**config.mk**
```make
export PLATFORM = sky130hd
export DESIGN_NAME = mem_port_arbiter
export DESIGN_NICKNAME = d
export VERILOG_FILES = /design/src/rtl/mem_port_arbiter_pkg.sv /design/src/rtl/mem_port_arbiter_arb2_rr.sv /design/src/rtl/mem_port_arbiter.sv
export SDC_FILE = /design/constraint.sdc
export NUM_CORES = 1
export LEC_CHECK = 0
export ABC_AREA = 1
export CORE_AREA = 2 2 108 110
export DETAILED_ROUTE_END_ITERATION = 6
export DIE_AREA = 0 0 110 112
export HOLD_SLACK_MARGIN = 0.08
export SLEW_MARGIN = 15
export SYNTH_ARGS = -nofsm -noshare
export SYNTH_HDL_FRONTEND = slang
export SYNTH_HIERARCHICAL = 1
export SYNTH_SLANG_ARGS = --single-unit
```
**constraint.sdc**
```tcl
create_clock -name clk -period 1.8 [get_ports clk]
set_input_delay 0.54 -clock clk [delete_from_list [all_inputs] [get_ports clk]]
set_output_delay 0.54 -clock clk [all_outputs]
set_load 0.05 [all_outputs]
```
**src/rtl/mem_port_arbiter_pkg.sv**
```systemverilog
// Shared encodings for the IF/LS memory port arbiter: FSM states, owner ids,
// and the byte-enable pattern for instruction fetches.
package mem_port_arbiter_pkg;

    typedef enum logic [2:0] {
        ST_IDLE    = 3'd0,
        ST_REQ_IF  = 3'd1,
        ST_REQ_LS  = 3'd2,
        ST_WAIT_IF = 3'd3,
        ST_WAIT_LS = 3'd4
    } state_e;

    localparam logic       OWNER_IF  = 1'b0;
    localparam logic       OWNER_LS  = 1'b1;
    localparam logic [3:0] IF_BE_ALL = 4'hF;

    // Request state for an arbitration winner, or IDLE when nobody asked.
    function automatic state_e req_state(input logic valid, input logic owner);
        if (!valid) return ST_IDLE;
        return (owner == OWNER_LS) ? ST_REQ_LS : ST_REQ_IF;
    endfunction

endpackage

```
**src/rtl/mem_port_arbiter_arb2_rr.sv**
```systemverilog
// Two-input grant logic (IF vs LS): fixed LS priority or round-robin on ties,
// remembering the last granted owner.
module arb2_rr
    import mem_port_arbiter_pkg::*;
#(
    parameter bit PRIO_LS = 1'b0
) (
    input  logic clk,
    input  logic rst_n,
    input  logic if_req_i,
    input  logic ls_req_i,
    input  logic arb_en_i,
    output logic gnt_vld_o,
    output logic gnt_owner_o
);

    logic last_owner_q, last_owner_d;

    always_comb begin
        gnt_vld_o = if_req_i | ls_req_i;
        if (if_req_i && ls_req_i) begin
            gnt_owner_o = PRIO_LS ? OWNER_LS : ~last_owner_q;
        end else begin
            gnt_owner_o = ls_req_i ? OWNER_LS : OWNER_IF;
        end
        // Only a decision that actually starts a transaction moves the pointer.
        last_owner_d = (arb_en_i && gnt_vld_o) ? gnt_owner_o : last_owner_q;
    end

    always_ff @(posedge clk or negedge rst_n) begin
        if (!rst_n) last_owner_q <= OWNER_IF;
        else        last_owner_q <= last_owner_d;
    end

endmodule

```
**src/rtl/mem_port_arbiter.sv**
```systemverilog
// Shares one memory port between instruction fetch and load/store: one
// transaction at a time through REQ and WAIT, with optional response timeout.
module mem_port_arbiter
    import mem_port_arbiter_pkg::*;
#(
    parameter bit          PRIO_LS        = 1'b0,
    parameter int unsigned TIMEOUT_CYCLES = 0,
    parameter int unsigned CNT_W          = 8
) (
    input  logic        clk,
    input  logic        rst_n,
    input  logic        if_req_i,
    input  logic [31:0] if_addr_i,
    output logic        if_gnt_o,
    output logic        if_rvalid_o,
    output logic [31:0] if_rdata_o,
    output logic        if_err_o,
    input  logic        ls_req_i,
    input  logic        ls_we_i,
    input  logic [31:0] ls_addr_i,
    input  logic [31:0] ls_wdata_i,
    input  logic [3:0]  ls_be_i,
    output logic        ls_gnt_o,
    output logic        ls_rvalid_o,
    output logic [31:0] ls_rdata_o,
    output logic        ls_err_o,
    output logic        mem_req_o,
    output logic        mem_we_o,
    output logic [31:0] mem_addr_o,
    output logic [31:0] mem_wdata_o,
    output logic [3:0]  mem_be_o,
    input  logic        mem_gnt_i,
    input  logic        mem_rvalid_i,
    input  logic [31:0] mem_rdata_i,
    output logic        owner_sel_o,
    output logic        spurious_o
);

    localparam bit               TO_EN   = (TIMEOUT_CYCLES != 0);
    localparam logic [CNT_W-1:0] TO_LAST = CNT_W'(TIMEOUT_CYCLES - 1);

    state_e           state_q, state_d;
    logic [CNT_W-1:0] cnt_q, cnt_d;
    logic             spurious_q, spurious_d;
    logic             arb_en, gnt_vld, gnt_owner;
    logic             cur_owner, timeout_hit, rsp_vld;
    logic [31:0]      rsp_data, sel_addr, sel_wdata;
    logic [3:0]       sel_be;
    logic             sel_we;

    arb2_rr #(.PRIO_LS(PRIO_LS)) u_arb (
        .clk        (clk),
        .rst_n      (rst_n),
        .if_req_i   (if_req_i),
        .ls_req_i   (ls_req_i),
        .arb_en_i   (arb_en),
        .gnt_vld_o  (gnt_vld),
        .gnt_owner_o(gnt_owner)
    );

    assign cur_owner   = (state_q == ST_REQ_LS) || (state_q == ST_WAIT_LS);
    assign owner_sel_o = cur_owner;
    assign spurious_o  = spurious_q;

    // Shared datapath select; fetches are always full-word reads.
    assign sel_addr  = cur_owner ? ls_addr_i  : if_addr_i;
    assign sel_wdata = cur_owner ? ls_wdata_i : 32'h0;
    assign sel_be    = cur_owner ? ls_be_i    : IF_BE_ALL;
    assign sel_we    = cur_owner & ls_we_i;

    // A real response on the deadline cycle wins over the timeout.
    assign timeout_hit = TO_EN && (cnt_q == TO_LAST) && !mem_rvalid_i;
    assign rsp_vld     = mem_rvalid_i | timeout_hit;
    assign rsp_data    = timeout_hit ? 32'h0 : mem_rdata_i;

    always_comb begin
        state_d     = state_q;
        cnt_d       = cnt_q;
        spurious_d  = spurious_q;
        arb_en      = 1'b0;
        mem_req_o   = 1'b0;
        mem_we_o    = 1'b0;
        mem_addr_o  = 32'h0;
        mem_wdata_o = 32'h0;
        mem_be_o    = 4'h0;
        if_gnt_o    = 1'b0;
        ls_gnt_o    = 1'b0;
        if_rvalid_o = 1'b0;
        ls_rvalid_o = 1'b0;
        if_rdata_o  = 32'h0;
        ls_rdata_o  = 32'h0;
        if_err_o    = 1'b0;
        ls_err_o    = 1'b0;
        case (state_q)
            ST_IDLE: begin
                arb_en  = 1'b1;
                state_d = req_state(gnt_vld, gnt_owner);
                if (mem_rvalid_i) spurious_d = 1'b1;
            end
            ST_REQ_IF, ST_REQ_LS: begin
                mem_req_o   = 1'b1;
                mem_we_o    = sel_we;
                mem_addr_o  = sel_addr;
                mem_wdata_o = sel_wdata;
                mem_be_o    = sel_be;
                if (cur_owner) ls_gnt_o = mem_gnt_i;
                else           if_gnt_o = mem_gnt_i;
                if (mem_rvalid_i) spurious_d = 1'b1;
                if (mem_gnt_i) begin
                    cnt_d   = '0;
                    state_d = cur_owner ? ST_WAIT_LS : ST_WAIT_IF;
                end
            end
            ST_WAIT_IF, ST_WAIT_LS: begin
                cnt_d = cnt_q + CNT_W'(1);
                if (cur_owner) begin
                    ls_rvalid_o = rsp_vld;
                    ls_rdata_o  = rsp_data;
                    ls_err_o    = timeout_hit;
                end else begin
                    if_rvalid_o = rsp_vld;
                    if_rdata_o  = rsp_data;
                    if_err_o    = timeout_hit;
                end
                if (rsp_vld) begin
                    arb_en  = 1'b1;
                    state_d = req_state(gnt_vld, gnt_owner);
                end
            end
            default: state_d = ST_IDLE;
        endcase
    end

    always_ff @(posedge clk or negedge rst_n) begin
        if (!rst_n) begin
            state_q    <= ST_IDLE;
            cnt_q      <= '0;
            spurious_q <= 1'b0;
        end else begin
            state_q    <= state_d;
            cnt_q      <= cnt_d;
            spurious_q <= spurious_d;
        end
    end

endmodule

```
==> run_results.csv <==
group,metric,value,unit
clock_tree,cts_tree,"done",
layout,nNetsFinal,809,
layout,fin_util,69.2,%
critical_path,cp_max_fo,11,
critical_path,worst_setup_path_end_kind,"output pin",
place,place_hpwl,9.28,mm
synthesis,synth_top_area_share,26.7,%
drt,ant_nets,0,
global_routing,grt_pass1_vias,3622,
timing,final-setup-viol-count,138,
critical_path,worstPathRequired,1.26,ns
global_routing,grt_pass1_wl,19.0,mm
clock_tree,hold_buffers,0,
timing,fin_crit,2.09,ns
drt,vias_per_cell,4.06,
layout,antenna_cells,0,
synthesis,synth_edf_count,0,
timing,report.final.slew_viol_count,0,
clock_tree,cts.sinks,5,
critical_path,cp_common_cell,"buf_12",
critical_path,critPathTopFamily,"buffers and inverters",
power_and_ir_drop,vdd_ir_drop_max,0.944,mV
synthesis,synth_ff_type,"dfrtp_1",
synthesis,synth_common_cells,"inv_1 (108), nor2_1 (101), nand2_1 (54)",
synthesis,ys_seq_area_share,8.23,%
drt,wl,12.3,mm
clock_tree,cts_made_buffers,3,
critical_path,cp.arrival,1.55,ns
place,place_ws,-0.286,ns
layout,layout-drive-gt1-share,54.6,%
critical_path,crit_chain,"inv_2 > buf_4 > nand3_4 > buf_12 > buf_16 > nor2_4 > buf_12",
timing,fmax,0.479,GHz
floorplanning,die_w,110,um
timing,grt_setup_unrepaired,"true",
drt,vias,3297,
outcome,violations,"setup timing",
synthesis,ys_seq_elements,5,
floorplanning,initial_core_util,13.6,%
power_and_ir_drop,total_power,11.9,mW
critical_path,timing.reg2reg.setup_slack,0.13,ns
drt,wl_per_cell,15.1,um
floorplanning,die_h,112,um
critical_path,worstSetupStartpointType,"flop",
synthesis,async_reset_ff_share,100,%
global_routing,grt_overflow_total,0,
timing,worst_slack,-0.289,ns
layout,area_growth,409,%
drt,drt_iter0_drc,81,
clock_tree,htree_levels,1,
synthesis,syn_area_per_cell,4.46,um2
place,io_buffers,278,
clock_tree,path_clk_slew,0.03,ns
place,dp.cells,785,
timing,hold_violations,0,
clock_tree,clk_latency,0.23,ns
synthesis,yosysMostFrequentCell,"inv_1",
timing,fin_crit_sh,116,%
place,place_congestion,0.847,
floorplanning,rows,39,
power_and_ir_drop,power.density,1540,nW/um2
critical_path,critPathKind,"reg -> out",
synthesis,synth_area,1520,um2
synthesis,synth_largest_area_cell,"inv_1",
clock_tree,root_buffer,"clkbuf_16",
layout,fin_cells,812,
outcome,outcome,"finished with violations",
critical_path,slowest_stage,"dfrtp_1",
critical_path,path_buf_inv,5,
worst_hold_path,hold_class,"reg -> reg",
drt,drc,0,
synthesis,syn-instance-count,341,
global_routing,grt_usage,19.8,%
global_routing,grt_start_max_net_pins,17,
run,cap_violations,0,
timing,hold-worst-slack,0.481,ns
floorplanning,core,11200,um2
floorplanning,io_pins,281,
critical_path,cpPeakStageDelay,0.39,ns
layout,fillers,777,
drt,drt_first_pass_iters,4,
floorplanning,dieArea,12300,um2
timing,fin_skew,0.000453,ns
synthesis,synthTopCellsByArea,"inv_1 (27%), nor2_1 (25%), nand2_1 (13%)",
global_routing,antenna_found_initial,0,
clock_tree,clockBufferDepth,2,
power_and_ir_drop,power.leakage,3.35,nW
synthesis,yosysWarnings,6,
synthesis,ys_types,20,
## cells by family after synthesis
logic type	after synthesis	share of synthesized area [%]
compound gates	39	13.1
buf+inv	129	34.1
simple gates	167	44.4
flops	5	8.23
other cells	1	0.247
## final cells by class
class | instances | area, um2 | area share (%)
Multi-Input combinational cell | 208 | 1950 | 25.3
Inverter | 112 | 430 | 5.56
Clock buffer | 4 | 78.8 | 1.02
Sequential cell | 5 | 126 | 1.63
Timing Repair Buffer | 340 | 4970 | 64.2
Tap cell | 143 | 179 | 2.31
## layout by cell type, fill, tap and decap left out
cell type and count:
buf_12 144, clkdlybuf4s50_1 137, inv_1 106, nor2_4 94, nand2_1 45, buf_6 23
buf_4 23, o21ai_2 17, o21ai_4 15, nand2_2 9, nor2_2 6, buf_16 6
buf_8 5, inv_2 4, nand3_4 4, a21oi_4 4, dfrtp_1 4, nand3_1 3
clkbuf_16 3, inv_6 2, conb_1 2, nand2_4 1, nand2_8 1, o21ai_0 1
nor3_4 1, nor2_1 1, a31o_2 1, clkbuf_1 1, bufbuf_16 1, clkdlybuf4s15_1 1
dfrtp_2 1, or2_1 1, and2_1 1, o21ai_1 1
## registers in the layout (all words and copies together), names as in the netlist
| signal | flops |
|---|---|
| spurious_o | 1 |
| u_arb/last_owner_q | 1 |
| state_q | 3 |
## layer usage
layer / up-vias / GRT usage (%) / routed length, um
met2: 156 / 41.3 / 7340
met3: 11 / 4.57 / 1040
met5: - / 0 / 0
met4: 0 / 3.88 / 171
li1: 1609 / - / -
met1: 1521 / 18.9 / 3700
## final timing paths
check | startpoint | end | cells past startpoint
min reg2reg | u_arb/last_owner_q$_DFFE_PN0P_ | u_arb/last_owner_q$_DFFE_PN0P_ | 2
max in group asynchronous | rst_n | state_q[1]$_DFFE_PN0P_ | 1
max | state_q[2]$_DFFE_PN0P_ | if_rdata_o[24] | 7
max reg2reg | state_q[2]$_DFFE_PN0P_ | u_arb/last_owner_q$_DFFE_PN0P_ | 12
min | u_arb/last_owner_q$_DFFE_PN0P_ | u_arb/last_owner_q$_DFFE_PN0P_ | 2
min in group asynchronous | rst_n | spurious_o$_DFFE_PN0P_ | 1
## worst reg2reg max path: stages (launching register included)
cell and delay [ns]:
dfrtp_1 0.39, inv_2 0.10, buf_4 0.14, nand3_4 0.11
buf_12 0.15, buf_16 0.16, buf_4 0.15, nand2_1 0.08
nand2_1 0.06, inv_1 0.07, o21ai_1 0.06, nand2_1 0.05
nand2_1 0.05
## per-stage QoR
step	TNS, ns	instance area, um2
global route	-41.49	7740
global placement	-16.32	6620
finish	-33.19	7740
CTS	-31.52	7590
detailed placement	-17.83	6620
floorplan	-23.46	2050
## what timing repair did
item,CTS,global route
gates resized for setup,161,29
gates cloned,7,0
pin swaps,18,16
buffers inserted,13,4
endpoints found under the setup margin,139,139
## where the power goes
group	leakage (nW)	total, mW	switching [mW]	internal (mW)
clock network	0.0382	0.377	0.0823	0.294
logic	3.26	11.4	6.11	5.24
registers	0.0582	0.199	0.0415	0.158
Power figures use the tool's default switching activity.
